### config.mk
export PLATFORM = sky130hd
export DESIGN_NAME = countdown_led
export DESIGN_NICKNAME = d
export VERILOG_FILES = /design/src/rtl/btn_pkg.sv /design/src/rtl/bcd2_step.sv /design/src/rtl/countdown_led.sv
export SDC_FILE = /design/constraint.sdc
export NUM_CORES = 1
export LEC_CHECK = 0
export ABC_AREA = 1
export BUFFER_PORTS_ARGS = -buffer_cell sky130_fd_sc_hd__buf_2
export CAP_MARGIN = 20
export CORE_ASPECT_RATIO = 1.1
export CORE_UTILIZATION = 30
export CTS_CLUSTER_SIZE = 40
export DETAILED_ROUTE_END_ITERATION = 10
export PLACE_DENSITY = 0.58
export SYNTH_ARGS = -nofsm -noshare
export SYNTH_HDL_FRONTEND = slang
export SYNTH_SLANG_ARGS = --single-unit
### constraint.sdc
create_clock -name clk -period 1.7 [get_ports clk]
set_input_delay 0.34 -clock clk [delete_from_list [all_inputs] [get_ports clk]]
set_output_delay 0.34 -clock clk [all_outputs]
set_load 0.03 [all_outputs]
### src/rtl/btn_pkg.sv
// Shared definitions for the button-control / countdown display slice.
//   MODE_*  : encodings of the 2-bit mode code `stat`
//   bcd2_t  : two packed BCD digits {tens, ones}
//   bcd2_is_zero : true when both digits are 0
package btn_pkg;

  localparam logic [1:0] MODE_EDIT = 2'd0;
  localparam logic [1:0] MODE_RUN  = 2'd1;
  localparam logic [1:0] MODE_HOLD = 2'd2;

  typedef struct packed {
    logic [3:0] tens;
    logic [3:0] ones;
  } bcd2_t;

  function automatic logic bcd2_is_zero(input bcd2_t v);
    return (v.tens == 4'd0) && (v.ones == 4'd0);
  endfunction

endpackage

### src/rtl/bcd2_step.sv
// Combinational 2-digit BCD +1 / -1 with wrap (99 -> 00, 00 -> 99).
//   value : current BCD value (digits assumed 0..9)
//   up    : add one
//   down  : subtract one
//   next  : stepped value; up and down together leave value unchanged
module bcd2_step
  import btn_pkg::*;
(
  input  bcd2_t value,
  input  logic  up,
  input  logic  down,
  output bcd2_t next
);

  always_comb begin
    next = value;
    if (up && !down) begin
      if (value.ones == 4'd9) begin
        next.ones = 4'd0;
        next.tens = (value.tens == 4'd9) ? 4'd0 : value.tens + 4'd1;
      end else begin
        next.ones = value.ones + 4'd1;
      end
    end else if (down && !up) begin
      if (value.ones == 4'd0) begin
        next.ones = 4'd9;
        next.tens = (value.tens == 4'd0) ? 4'd9 : value.tens - 4'd1;
      end else begin
        next.ones = value.ones - 4'd1;
      end
    end
  end

endmodule

### src/rtl/countdown_led.sv
// Two-digit BCD countdown timer driving the 8 board LEDs.
//   clk, rst_n : clock, asynchronous active-low reset
//   stat       : mode (0 edit, 1 run, 2/3 hold)
//   inc, dec   : one-cycle pulses adjusting the preset in edit mode
//   led        : {tens, ones} BCD value, or blink pattern once done
//   running    : counting in run mode and not yet done
//   done       : count reached 00; held until stat returns to edit
module countdown_led
  import btn_pkg::*;
#(
  parameter int          TICK        = 50000000,
  parameter int          BLINK       = 12500000,
  parameter logic [7:0]  PRESET_INIT = 8'h10
)(
  input  logic       clk,
  input  logic       rst_n,
  input  logic [1:0] stat,
  input  logic       inc,
  input  logic       dec,
  output logic [7:0] led,
  output logic       running,
  output logic       done
);

  localparam int PW = (TICK  > 1) ? $clog2(TICK)  : 1;
  localparam int BW = (BLINK > 1) ? $clog2(BLINK) : 1;
  localparam logic [PW-1:0] PRESC_LAST = PW'(TICK - 1);
  localparam logic [BW-1:0] BLINK_LAST = BW'(BLINK - 1);

  bcd2_t           preset_q, preset_d, preset_nxt;
  bcd2_t           count_q, count_d, count_dec;
  logic [PW-1:0]   presc_q, presc_d;
  logic [BW-1:0]   blink_cnt_q, blink_cnt_d;
  logic            blink_ph_q, blink_ph_d;
  logic            done_q, done_d;
  logic            running_q, running_d;
  logic [7:0]      led_q, led_d;
  logic [1:0]      stat_prev_q;

  bcd2_step u_preset_step (
    .value (preset_q),
    .up    (inc),
    .down  (dec),
    .next  (preset_nxt)
  );

  // Always-decremented count; only used on a tick, and a tick never
  // happens at 00, so the wrap path is never taken here.
  bcd2_step u_count_step (
    .value (count_q),
    .up    (1'b0),
    .down  (1'b1),
    .next  (count_dec)
  );

  always_comb begin
    preset_d    = preset_q;
    count_d     = count_q;
    presc_d     = presc_q;
    blink_cnt_d = blink_cnt_q;
    blink_ph_d  = blink_ph_q;
    done_d      = done_q;

    if (stat == MODE_EDIT) begin
      preset_d    = preset_nxt;
      count_d     = preset_nxt;
      presc_d     = '0;
      done_d      = 1'b0;
      blink_cnt_d = '0;
      blink_ph_d  = 1'b0;
    end else if (stat == MODE_RUN && stat_prev_q == MODE_EDIT) begin
      // Entering run: a 00 preset finishes immediately without a tick.
      count_d = preset_q;
      presc_d = '0;
      done_d  = bcd2_is_zero(preset_q);
    end else if (done_q) begin
      if (blink_cnt_q == BLINK_LAST) begin
        blink_cnt_d = '0;
        blink_ph_d  = ~blink_ph_q;
      end else begin
        blink_cnt_d = blink_cnt_q + 1'b1;
      end
    end else if (stat == MODE_RUN) begin
      // Covers reaching run via hold with a 00 count.
      if (bcd2_is_zero(count_q)) begin
        done_d = 1'b1;
      end else if (presc_q == PRESC_LAST) begin
        presc_d = '0;
        count_d = count_dec;
        done_d  = bcd2_is_zero(count_dec);
      end else begin
        presc_d = presc_q + 1'b1;
      end
    end

    running_d = (stat == MODE_RUN) && !done_d;
    led_d     = done_d ? {8{blink_ph_d}} : count_d;
  end

  always_ff @(posedge clk or negedge rst_n) begin
    if (!rst_n) begin
      preset_q    <= PRESET_INIT;
      count_q     <= PRESET_INIT;
      presc_q     <= '0;
      blink_cnt_q <= '0;
      blink_ph_q  <= 1'b0;
      done_q      <= 1'b0;
      running_q   <= 1'b0;
      led_q       <= PRESET_INIT;
      stat_prev_q <= MODE_EDIT;
    end else begin
      preset_q    <= preset_d;
      count_q     <= count_d;
      presc_q     <= presc_d;
      blink_cnt_q <= blink_cnt_d;
      blink_ph_q  <= blink_ph_d;
      done_q      <= done_d;
      running_q   <= running_d;
      led_q       <= led_d;
      stat_prev_q <= stat;
    end
  end

  assign led     = led_q;
  assign running = running_q;
  assign done    = done_q;

endmodule
# == Word level (Yosys, flattened, before mapping) ==
# Index checks and enable logic that the tools add are counted.
# word_totals
ff_bits,79
in_bits,6
out_inout_bits,10
# op_classes
n_mux,38
n_addsub,8
n_eq_ne,8
n_reduce_logical,22
n_bitwise,1
# op_table
cell,n
$mux W26,6
$mux W24,4
$mux W8,9
$mux W4,9
$add A26 B1 Y26 const B,1
$eq A26 B26 Y1 const B,1
$add A24 B1 Y24 const B,1
$eq A24 B24 Y1 const B,1
$logic_not A4 Y1,6
$sub A4 B1 Y4 const B,4
$mux W1,10
$add A4 B1 Y4 const B,2
$eq A4 B4 Y1 const B,2
$logic_and A1 B1 Y1,7
$logic_not A2 Y1,2
$logic_not A1 Y1,3
$ne A3 B1 Y1 const B,1
$ne A3 B3 Y1 const B,1
$reduce_and A3 Y1,1
$reduce_bool A3 Y1,1
$eq A2 B1 Y1 const B,1
$ne A2 B2 Y1 const B,1
$reduce_and A2 Y1,1
$reduce_bool A2 Y1,1
$not A1 Y1,1

# == Logic depth before layout (Yosys ltp) ==
# Gate-level depths: netlist of the first run.
# depth
word_depth,13
mapped_depth,13
mapped_depth_nobuf,13

# == Hierarchy ==
# From an unflattened synthesis of the first run, not the netlist that was laid out.
# unflattened
hier_cells,867
area_unflattened_um2,5701.7
# modules_own_cells
mod,seq_area_each_um2,cells_each,area_each_um2,n_inst
countdown_led,1980.6,675,4795.8,1
bcd2_step,0.0,96,452.9,2

# == Worst setup path after synthesis of the first run ==
# No wires, ideal clock.
# synth_path
path_kind,flip-flop to flip-flop
start,reg count_q[3] in the netlist's numbering
end,reg presc_q[16]
stages_incl_launch_ff,11
period_less_slack_ns,1.611
arrival_ns,1.489
n_path_buf,2
slack_ns,0.089
path_cell_list,dfrtp_1 > nor2_1 > nand2_1 > nor3_2 > nand2_2 > nand2_2 > inv_2 > buf_4 > buf_6 > nand4_1 > o21ai_1
# synth_between
elab_chain_len,4
# synth_rtl
item,line,source
from (decl),countdown_led.sv:31,"bcd2_t count_q, count_d, count_dec;"
from (signal assigned),countdown_led.sv:113,count_q <= count_d;
$logic_not A4 Y1,btn_pkg.sv:17,return (v.tens == 4'd0) && (v.ones == 4'd0);
$logic_and A1 B1 Y1,btn_pkg.sv:17,
$ne A3 B3 Y1 (no line),--,
$reduce_and A3 Y1 (no line),--,
to (signal assigned),countdown_led.sv:114,presc_q <= presc_d;
to (decl),countdown_led.sv:32,"logic [PW-1:0] presc_q, presc_d;"
# Every way passes these cells.
# A chain may end at the register's enable or synchronous reset.

# == Worst setup path in the final report of the first run ==
# layout_path
start,reg blink_cnt_q[1]
end,reg blink_cnt_q[14]
# layout_between
elab_chain_len,5
# layout_rtl
item,line,source
from (decl),countdown_led.sv:33,"logic [BW-1:0] blink_cnt_q, blink_cnt_d;"
from (signal assigned),countdown_led.sv:115,blink_cnt_q <= blink_cnt_d;
$add A24 B1 Y24 or $eq A24 B24 Y1 (tied branches),"countdown_led.sv:81, countdown_led.sv:77",
$mux W24 *,countdown_led.sv:77,if (blink_cnt_q == BLINK_LAST) begin
$mux W24 *,countdown_led.sv:76,end else if (done_q) begin
$mux W24 *,countdown_led.sv:71,end else if (stat == MODE_RUN && stat_prev_q == MODE_EDIT) begin
$mux W24 *,countdown_led.sv:64,if (stat == MODE_EDIT) begin
# Mark *: on every way between the ends. The rest lies on a longest branch, timed or not. The select of a mux whose other input is x is not followed.

==> impl_metrics.env, run 1 <==
export IMPL_min_period_over_period_pct=105
export IMPL_core_um2=15900
export IMPL_clkPwrFrac_pct=30.8
export IMPL_fin_ws_ns=-0.0794
export IMPL_synth_cells=711
export IMPL_cp_required_ns=1.93
export IMPL_antenna_found_initial=0
export IMPL_yosys_warnings=0
export IMPL_criticalPathCategory="reg2reg"
export IMPL_h_tree_depth=3
export IMPL_p_int_mw=4.13
export IMPL_top_layer_used="met4"
export IMPL_synthesis_nets=719
export IMPL_io_buffers=15
export IMPL_mostFrequentLayoutCell="nand2_1"
export IMPL_nets=861
export IMPL_synth_top_cells_by_area="dfrtp_1 38%, nand2_1 14%, nand3_1 6.3%"
export IMPL_holdPathEnd="stat_prev_q[0]$_DFF_PN0_"
export IMPL_synth_top_cell_area_share_pct=38.3
export IMPL_p_leak_nw=3.36
export IMPL_ys_ff_latch=79
export IMPL_power_share_combinational_pct=33.1
export IMPL_postSynthAreaPerCell_um2=6.98
export IMPL_met1_length_um=6460
export IMPL_swShare_pct=36.0
export IMPL_power_switching_mw=2.32
export IMPL_first_pass_iters=5
export IMPL_drt_wirelength_per_cell_um=13.3
export IMPL_grt_pass1_vias=4857
export IMPL_crit_path_start_kind="flip-flop"
export IMPL_clock_fmax_ghz=0.562
export IMPL_ios=16
export IMPL_grt_setup_unrepaired="yes"
export IMPL_slew_viol_final=0
export IMPL_r2r_setup_slack_ns=-0.08
export IMPL_powerDensity_nw_per_um2=910
export IMPL_grt_max_degree=36
export IMPL_hp_class="in2reg"
export IMPL_dp_slack_ns=-0.0945
export IMPL_clock_skew_ns=0.00522
export IMPL_num_vias=5151
export IMPL_arrival_ns=2.01
export IMPL_wirelength_um=14100
export IMPL_final_core_util_pct=44.6
export IMPL_drt_iter0_markers=274
export IMPL_path_max_fanout=4
export IMPL_initial_core_util_pct=31.2
export IMPL_post_route_min_period_ns=1.78
export IMPL_layout_common_cells="153 x nand2_1, 112 x buf_4, 75 x inv_1, 75 x dfrtp_1, 53 x nand3_1"
export IMPL_hold_path_depth=2
export IMPL_violations="negative setup slack"
export IMPL_min_delay_start="stat[0]"
export IMPL_cts_tree="yes"
export IMPL_critPathCaptureType="flip-flop"
export IMPL_synth_distinct_cells=37
export IMPL_syn_to_final_growth_pct=42.9
export IMPL_n_fill_cell=1576
export IMPL_drive_gt1_share_pct=35.4
export IMPL_ys_seq_area_share_pct=39.9
export IMPL_dieArea_um2=17100
export IMPL_p_seq_share_pct=36.1
export IMPL_num_rows=48
export IMPL_r2r_start="blink_cnt_q[1]$_DFFE_PN0P_"
export IMPL_status="finished, violations left"
export IMPL_total_power_mw=6.46
export IMPL_setup_viol=5
export IMPL_wl_met3_um=357
export IMPL_cp_cell_sequence="ha_2 > nand4_1 > nor2_2 > nand2_2 > nor3_4 > nand2_2 > inv_2 > buf_4 > o22ai_1"
export IMPL_die_y_um=137
export IMPL_grt_pass1_wl_um=22800
export IMPL_clk_latency_ns=0.35
export IMPL_path_common_cell="nand2_2"
export IMPL_gp_congestion=0.843
export IMPL_antenna_cells=0
export IMPL_maxCapViolCount=0
export IMPL_postRouteAntennaNets=0
export IMPL_clkSlewWorstSetupHoldPaths_ns=0.06
export IMPL_slowest_delay_ns=0.38
export IMPL_cts_sinks=79
export IMPL_grtUsageTotal_pct=16.6
export IMPL_r2r_cells=9
export IMPL_max_slew_margin_rel_pct=74.6
export IMPL_timing_rr_end="blink_cnt_q[14]$_DFFE_PN0P_"
export IMPL_hold_viol=0
export IMPL_cts_inserted_buffers=9
export IMPL_hpwl_um=10300
export IMPL_drc=0
export IMPL_cts_root_buf="clkbuf_16"
export IMPL_irDropWorstVdd_mv=0.934
export IMPL_yosysTopAreaCell="dfrtp_1"
export IMPL_via_per_inst=4.87
export IMPL_dr_wl_met2_um=6920
export IMPL_worst_pin_slew_ns=0.377
export IMPL_overflow=0
export IMPL_clockBufferDepth=2
export IMPL_cp_slowest_cell="dfrtp_1"
export IMPL_die_x_um=125
export IMPL_synth_cell_area_um2=4960
==> cell usage after synthesis, drive strengths merged <==
cell type and instances:
nand3b 5, o21bai 4, nor3 30, nor2 89, inv 90, nor4 2, clkinv 1, xnor2 1
buf 7, o22ai 5, a21oi 30, nand4 19, clkbuf 4, o21ai 63, xor2 7, ha 2
dfrtp 76, a31oi 3, nand2 199, a41oi 1, a22o 1, o211ai 1, nand3 65, and2 3
dfstp 3
==> repair_timing <==
action                     CTS  global route
hold endpoints to repair    11             0
resized for setup           15           156
setup endpoints to repair   27            63
pin swaps                    3            59
hold buffers                 1             0
setup buffers                4            19
==> worst max-delay path: cells and delay by family (launching register included) <==
family / cells / cell delay, ns
fa+ha+maj: 1 / 0.21
buf+inv: 2 / 0.20
compound gates: 1 / 0.06
simple gates: 5 / 0.82
flops: 1 / 0.38
==> state kept, by name, indices dropped and copies added, names as in the netlist, 2 cells and up <==
| name | count |
|---|---|
| blink_cnt_q | 24 |
| count_q | 8 |
| led | 8 |
| presc_q | 26 |
| preset_q | 8 |
| stat_prev_q | 2 |
==> area by class of cell <==
| cell class | count | area (um^2) | share of cell area, % |
|---|---|---|---|
| clock inverter | 7 | 80.1 | 1.13 |
| sequential | 79 | 1980 | 28.0 |
| inverter | 91 | 359 | 5.06 |
| timing repair buffer | 142 | 1140 | 16.1 |
| multi-input combinational | 530 | 3050 | 43.0 |
| tap | 200 | 250 | 3.53 |
| clock buffer | 9 | 225 | 3.18 |
==> stage by stage <==
stage / instance area [um^2] / cells / hold slack (ns) / TNS (ns)
2_1_floorplan: 4960 / 711 / 0.0444 / 0
3_3_place_gp: 6070 / 1021 / 0.213 / -0.742
3_5_place_dp: 6070 / 1021 / 0.208 / -1.26
4_1_cts: 6450 / 1042 / 0.228 / -0.00949
5_1_grt: 7090 / 1058 / 0.246 / -3.72
6_report: 7090 / 1058 / 0.243 / -0.262
==> power groups by stage <==
stage / clock network (mW) / logic [mW] / registers [mW]
3_5_place_dp: 0 / 1.84 / 2.35
5_1_grt: 2.12 / 2.36 / 2.36
2_1_floorplan: 0 / 0.985 / 2.47
3_3_place_gp: 0 / 1.84 / 2.35
6_report: 1.99 / 2.14 / 2.33
4_1_cts: 2.05 / 1.88 / 2.32
==> worst max-delay path by stage <==
stage / start / to / slack [ns] / cells past startpoint
finish: blink_cnt_q[1]$_DFFE_PN0P_ / blink_cnt_q[14]$_DFFE_PN0P_ / -0.08 / 9
global route: blink_cnt_q[0]$_DFFE_PN0P_ / blink_cnt_q[18]$_DFFE_PN0P_ / -0.18 / 10
global placement: dec / led[7]$_DFF_PN0_ / -0.10 / 12
floorplan: count_q[3]$_DFF_PN0_ / presc_q[16]$_DFFE_PN0P_ / 0.09 / 10
detailed placement: blink_cnt_q[0]$_DFFE_PN0P_ / led[2]$_DFF_PN0_ / -0.09 / 9
CTS: blink_cnt_q[0]$_DFFE_PN0P_ / blink_cnt_q[16]$_DFFE_PN0P_ / -0.009 / 8
==> metal layers <==
metal  global-route usage (%)  up-vias
li1                         -     2619
met1                     21.3     2427
met2                     28.4       80
met3                     2.11       25
met4                     6.96        0
met5                        0        -
==> cells by family after synthesis <==
family                     after synthesis  synth area share (%)
AOI/OAI and AO/OA                      108                  11.5
xor gates and xnor gates                 8                  1.41
adders and majority gates                2                 0.504
buffers and inverters                  102                  8.30
DFF                                     79                  39.9
and+or+nand+nor                        412                  38.4
(Power assumes the default switching activity.)
==> run 2: changes to the inputs <==
--- a/config.mk
+++ b/config.mk
@@ -9,3 +9,3 @@
 export BUFFER_PORTS_ARGS = -buffer_cell sky130_fd_sc_hd__buf_2
-export CAP_MARGIN = 20
+export CAP_MARGIN = 5
 export CORE_ASPECT_RATIO = 1.1
==> constraint.sdc (replaced) <==
create_clock -name clk -period 1.7 [get_ports clk]
set_input_delay 0.425 -clock clk [delete_from_list [all_inputs] [get_ports clk]]
set_output_delay 0.425 -clock clk [all_outputs]
set_load 0.03 [all_outputs]
==> run 2 against run 1 <==
  * The run still ends with negative setup slack left
  * Non-clock buffer count increased by 5
  * Critical path type unchanged
  * Clock-buffer cell count unchanged
  * Sequential cell count unchanged
  * Clock power decreased by 4%
  * Global-route usage increased by 0.27 points
  * Final cell count increased by 0.47%
  * Worst hold slack improved by 0.085 ns
  * Critical endpoint is now blink_cnt_q[16]$_DFFE_PN0P_
  * First-iteration DRC count increased by 3.3%
  * Sequential power about the same
  * Die area unchanged
  * Critical path depth unchanged
  * Largest power group unchanged
  * Cell area increased by 0.69%
==> impl_metrics.env, run 2 (same netlist as run 1, synthesis figures left out) <==
export IMPL_status="finished, violations left"
export IMPL_violations="negative setup slack"
export IMPL_total_power_mw=6.40
export IMPL_power_switching_mw=2.38
export IMPL_holdPathEnd="stat_prev_q[0]$_DFF_PN0_"
export IMPL_gp_congestion=0.839
export IMPL_tns_ns=-0.462
export IMPL_die_y_um=137
export IMPL_power_share_combinational_pct=33.8
export IMPL_slowest_delay_ns=0.38
export IMPL_drt_wirelength_per_cell_um=13.6
export IMPL_p_seq_share_pct=36.4
export IMPL_arrival_ns=2.06
export IMPL_core_um2=15900
export IMPL_r2r_start="blink_cnt_q[1]$_DFFE_PN0P_"
export IMPL_cts_root_buf="clkbuf_16"
export IMPL_ios=16
export IMPL_overflow=0
export IMPL_maxCapViolCount=0
export IMPL_via_per_inst=4.85
export IMPL_drc=0
export IMPL_clock_fmax_ghz=0.565
export IMPL_hold_path_depth=2
export IMPL_powerDensity_nw_per_um2=897
export IMPL_largest_reg_flops=26
export IMPL_cp_required_ns=1.99
export IMPL_critPathCaptureType="flip-flop"
export IMPL_num_vias=5152
export IMPL_timing_rr_end="blink_cnt_q[16]$_DFFE_PN0P_"
export IMPL_place_area_um2=6110
export IMPL_fin_area_um2=7140
export IMPL_post_route_min_period_ns=1.77
export IMPL_clk_latency_ns=0.36
export IMPL_criticalPathCategory="reg2reg"
export IMPL_max_slew_margin_rel_pct=74.5
export IMPL_num_rows=48
export IMPL_worst_pin_slew_ns=0.378
export IMPL_r2r_setup_slack_ns=-0.07
export IMPL_r2r_cells=9
export IMPL_antenna_found_initial=0
export IMPL_cp_slowest_cell="dfrtp_1"
export IMPL_drt_iter0_markers=283
export IMPL_p_leak_nw=3.40
export IMPL_cts_tree="yes"
export IMPL_clockBufferDepth=2
export IMPL_dieArea_um2=17100
export IMPL_h_tree_depth=3
export IMPL_grt_pass1_vias=4854
export IMPL_slew_viol_final=0
export IMPL_clkSlewWorstSetupHoldPaths_ns=0.07
export IMPL_grt_setup_unrepaired="yes"
export IMPL_path_common_cell="nand2_2"
export IMPL_layout_common_cells="156 x nand2_1, 114 x buf_4, 76 x dfrtp_1"
export IMPL_cp_cell_sequence="ha_2 > nand4_1 > nor2_2 > nand2_2 > nor3_4 > nand2_2 > o21ai_1 > o211ai_1 > nand2_1"
export IMPL_cts_inserted_buffers=9
export IMPL_initial_core_util_pct=31.2
export IMPL_crit_path_start_kind="flip-flop"
export IMPL_syn_to_final_growth_pct=43.9
export IMPL_die_x_um=125
export IMPL_crit_start="blink_cnt_q[1]$_DFFE_PN0P_"
export IMPL_hold_viol=0
export IMPL_min_period_over_period_pct=104
export IMPL_nets=866
export IMPL_first_pass_iters=4
export IMPL_antenna_cells=0
export IMPL_setup_viol=13
export IMPL_hpwl_um=10400
export IMPL_grt_max_degree=40
export IMPL_irDropWorstVdd_mv=0.910
export IMPL_min_delay_start="stat[0]"
export IMPL_path_max_fanout=4
export IMPL_top_regs="presc_q (26), blink_cnt_q (24)"
export IMPL_clkPwrFrac_pct=29.8
export IMPL_dp_slack_ns=-0.135
export IMPL_grtUsageTotal_pct=16.9
export IMPL_grt_pass1_wl_um=23100
export IMPL_clock_skew_ns=0.0115
export IMPL_mostFrequentLayoutCell="nand2_1"
export IMPL_fin_ws_ns=-0.0692
export IMPL_cts_sinks=79
export IMPL_whs_ns=0.328
export IMPL_top_register="presc_q"
export IMPL_drive_gt1_share_pct=37.3
export IMPL_hp_class="in2reg"
export IMPL_wirelength_um=14400
export IMPL_io_buffers=15
export IMPL_swShare_pct=37.2
export IMPL_n_fill_cell=1571
export IMPL_postRouteAntennaNets=0
export IMPL_p_int_mw=4.02
==> run 2: cell types whose count changed in the layout (fill, tap and decap cells not counted), moves of 5 or more <==
cell	before	now
o21ai_0	29	24
o21ai_1	28	33
nand3_1	53	44
nand3_2	10	18
buf_6	9	14
==> run 2: critical path, delay by kind of cell, from the launching register on <==
kind / cells / cell delay [ns]
flip-flops: 1 / 0.38
AND/OR/NAND/NOR: 6 / 0.89
adder cells (fa/ha/maj): 1 / 0.20
AO/OA/AOI/OAI: 2 / 0.24
==> run 2: area by class of cell <==
cell class	count	area (um^2)	area share (%)
Multi-Input combinational cell	530	3100	43.5
Sequential cell	79	1980	27.7
Inverter	91	349	4.89
Clock inverter	7	62.6	0.876
Tap cell	200	250	3.51
Clock buffer	9	225	3.15
Timing Repair Buffer	147	1170	16.4
==> run 2: power groups by stage <==
stage                     Clock (mW)  Sequential, mW  Combinational [mW]
after floorplan                    0            2.47               0.985
after global placement             0            2.35                1.87
after detailed placement           0            2.34                1.87
after CTS                       1.95            2.32                1.94
after global routing            2.02            2.36                2.40
final                           1.91            2.33                2.16
==> run 2: stage by stage <==
step,instances,util (%)
2_1_floorplan,711,-
3_5_place_dp,1028,38.4
3_3_place_gp,1028,38.4
6_report,1063,44.9
4_1_cts,1053,41.0
5_1_grt,1063,44.9
==> run 2: layer usage <==
layer  routed length (um)  up-vias  track usage, %
li1                     -     2628               -
met1                 6810     2434            22.3
met2                 7000       73            27.5
met3                  314       17            2.03
met4                  299        0            8.37
met5                    0        -               0
==> run 2: worst max path at each step <==
stage	to	slack, ns
6_report	blink_cnt_q[16]$_DFFE_PN0P_	-0.07
5_1_grt	blink_cnt_q[16]$_DFFE_PN0P_	-0.22
4_1_cts	blink_cnt_q[16]$_DFFE_PN0P_	-0.007
3_5_place_dp	presc_q[19]$_DFFE_PN0P_	-0.13
3_3_place_gp	presc_q[19]$_DFFE_PN0P_	-0.12
2_1_floorplan	presc_q[18]$_DFFE_PN0P_	0.06
==> run 2: timing repair <==
action                                 CTS  global route
cloned                                   0             0
endpoints found under the hold margin   21             0
setup endpoints to repair               37            63
pin swaps                                4            41
setup buffers                            8            12
gates resized for setup                 21           165
hold buffers                             1             0
==> run 3: changes to the inputs <==
PLACE_DENSITY = unset   (was 0.58)
PLACE_DENSITY_LB_ADDON = 0.1   (was unset)
==> run 3 against run 2 <==
  * Critical endpoint is now led[0]$_DFF_PN0_
  * The flow still finishes with violations (negative setup slack)
  * Combinational power grew 13%
  * Critical path type unchanged
  * Largest cell class unchanged
  * Final cell count is 1.4% higher
  * Sequential cell count unchanged
  * Sequential power hardly changed
  * Clock-buffer cell count unchanged
==> impl_metrics.env, run 3 (same netlist as run 1, synthesis figures left out) <==
export IMPL_status="finished, violations left"
export IMPL_violations="negative setup slack"
export IMPL_clk_latency_ns=0.34
export IMPL_grt_max_degree=50
export IMPL_critPathCaptureType="flip-flop"
export IMPL_grt_pass1_vias=5020
export IMPL_cts_sinks=79
export IMPL_cp_cell_sequence="inv_1 > nand2_2 > nor3_4 > buf_4 > a21oi_1 > nand2_2 > nand2_4 > nand2_4 > nand2_8 > nand2_1"
export IMPL_fin_area_um2=7440
export IMPL_die_y_um=137
export IMPL_syn_to_final_growth_pct=49.9
export IMPL_drt_wirelength_per_cell_um=14.0
export IMPL_hold_viol=0
export IMPL_cp_required_ns=1.93
export IMPL_powerDensity_nw_per_um2=949
export IMPL_drc=0
export IMPL_path_max_fanout=8
export IMPL_setup_viol=14
export IMPL_n_fill_cell=1565
export IMPL_antenna_cells=0
export IMPL_post_route_min_period_ns=1.75
export IMPL_cts_root_buf="clkbuf_16"
export IMPL_mostFrequentLayoutCell="nand2_1"
export IMPL_num_rows=48
export IMPL_overflow=0
export IMPL_dieArea_um2=17100
export IMPL_hp_class="in2async"
export IMPL_antenna_found_initial=0
export IMPL_initial_core_util_pct=31.2
export IMPL_ios=16
export IMPL_power_switching_mw=2.47
export IMPL_place_area_um2=6250
export IMPL_num_vias=5214
export IMPL_cts_inserted_buffers=9
export IMPL_criticalPathCategory="reg2reg"
export IMPL_tns_ns=-0.429
export IMPL_postRouteAntennaNets=0
export IMPL_critPathTopFamily="simple AND/OR/NAND/NOR gates"
export IMPL_layout_common_cells="142 x nand2_1, 130 x buf_4, 75 x dfrtp_1"
export IMPL_total_power_mw=7.06
export IMPL_gp_congestion=0.873
export IMPL_power_share_combinational_pct=34.7
export IMPL_p_int_mw=4.59
export IMPL_die_x_um=125
export IMPL_fin_ws_ns=-0.0502
export IMPL_cp_slowest_cell="dfstp_2"
export IMPL_worst_pin_slew_ns=0.362
export IMPL_clockBufferDepth=2
export IMPL_slew_viol_final=0
export IMPL_first_pass_iters=5
export IMPL_multi_input_area_um2=3180
export IMPL_largest_reg_flops=26
export IMPL_core_um2=15900
export IMPL_h_tree_depth=3
export IMPL_grtUsageTotal_pct=18.1
export IMPL_min_period_over_period_pct=103
export IMPL_cts_tree="yes"
export IMPL_slowest_delay_ns=0.55
export IMPL_p_seq_share_pct=33.1
export IMPL_final_seq_area_um2=1980
export IMPL_drive_gt1_share_pct=40.9
export IMPL_critPathBufInv=2
export IMPL_io_buffers=15
export IMPL_drt_iter0_markers=281
export IMPL_swShare_pct=34.9
export IMPL_p_leak_nw=3.50
export IMPL_grt_setup_unrepaired="yes"
export IMPL_crit_path_start_kind="flip-flop"
export IMPL_via_per_inst=4.84
export IMPL_clkSlewWorstSetupHoldPaths_ns=0.06
export IMPL_top_register="presc_q"
export IMPL_arrival_ns=1.98
export IMPL_max_slew_margin_rel_pct=75.6
export IMPL_clock_skew_ns=0.00617
export IMPL_clkPwrFrac_pct=32.1
export IMPL_top_regs="presc_q (26), blink_cnt_q (24)"
export IMPL_clock_fmax_ghz=0.571
export IMPL_grt_pass1_wl_um=24600
export IMPL_hpwl_um=11300
export IMPL_wirelength_um=15100
export IMPL_nets=881
export IMPL_irDropWorstVdd_mv=0.658
export IMPL_maxCapViolCount=0
-- run 3: changes by cell type in the layout (fill, tap and decap cells not counted), sizes merged --
| cell | previous run | this run |
|---|---|---|
| clkinvlp | 1 | 2 |
| clkinv | 2 | 3 |
| inv | 95 | 90 |
| bufinv | 0 | 3 |
| buf | 146 | 161 |
| clkbuf | 9 | 10 |
| dlygate4sd3 | 1 | 0 |
-- run 3: worst reg2reg max path: cells and delay by family, from the launching register on --
| family | cells | cell delay (ns) |
|---|---|---|
| AOI/OAI and AO/OA | 1 | 0.24 |
| DFF | 1 | 0.55 |
| buffers and inverters | 2 | 0.20 |
| and+or+nand+nor | 7 | 0.67 |
-- run 3: worst paths after layout --
kind | to | cells after the start | startpoint | slack, ns
setup / recovery | led[0]$_DFF_PN0_ | 10 | count_q[4]$_DFF_PN1_ | -0.05
hold / removal | presc_q[3]$_DFFE_PN0P_ | 2 | rst_n | 0.04
setup reg to reg | led[0]$_DFF_PN0_ | 10 | count_q[4]$_DFF_PN1_ | -0.05
hold reg to reg | blink_cnt_q[20]$_DFFE_PN0P_ | 2 | blink_cnt_q[20]$_DFFE_PN0P_ | 0.54
max in group asynchronous | led[4]$_DFF_PN1_ | 2 | rst_n | 1.32
min in group clk | stat_prev_q[1]$_DFF_PN0_ | 1 | stat[1] | 0.25
-- run 3: what timing repair did --
item | CTS | global route
setup buffers | 8 | 15
cloned | 0 | 1
pin swaps | 25 | 59
hold buffers | 0 | 0
resized for setup | 55 | 150
hold endpoints to repair | 0 | 0
setup endpoints to repair | 42 | 60
-- run 3: area by class of cell --
cell class / count / area share [%]
inverter: 91 / 4.71
multi-input combinational: 530 / 42.8
timing repair buffer: 162 / 17.8
tap: 200 / 3.36
clock buffer: 9 / 3.03
clock inverter: 7 / 1.61
sequential: 79 / 26.6
-- run 3: layer usage --
metal  GRT usage [%]  vias up  share of wire (%)
met4            4.48        0               0.92
met2            28.9       73                 47
met5               0        -                  0
met3            3.01        9                3.3
li1                -     2656                  -
met1            25.3     2476                 49
-- run 3: stage by stage --
| stage | cells | setup slack (ns) | hold WS (ns) | util (%) |
|---|---|---|---|---|
| after detailed placement | 1042 | -0.212 | 0.415 | 39.3 |
| after global routing | 1078 | -0.177 | 0.0458 | 46.7 |
| after global placement | 1042 | -0.196 | 0.421 | 39.3 |
| after floorplan | 711 | 0.0644 | 0.129 | - |
| final | 1078 | -0.0502 | 0.0370 | 46.7 |
| after CTS | 1065 | -0.0296 | 0.0401 | 42.9 |
-- run 3: power by group through the flow --
stage / Combinational, mW / Clock, mW / Sequential, mW
2_1_floorplan: 0.985 / 0 / 2.47
3_3_place_gp: 1.99 / 0 / 2.36
3_5_place_dp: 1.99 / 0 / 2.36
4_1_cts: 2.11 / 2.33 / 2.33
5_1_grt: 2.68 / 2.41 / 2.37
6_report: 2.45 / 2.27 / 2.34
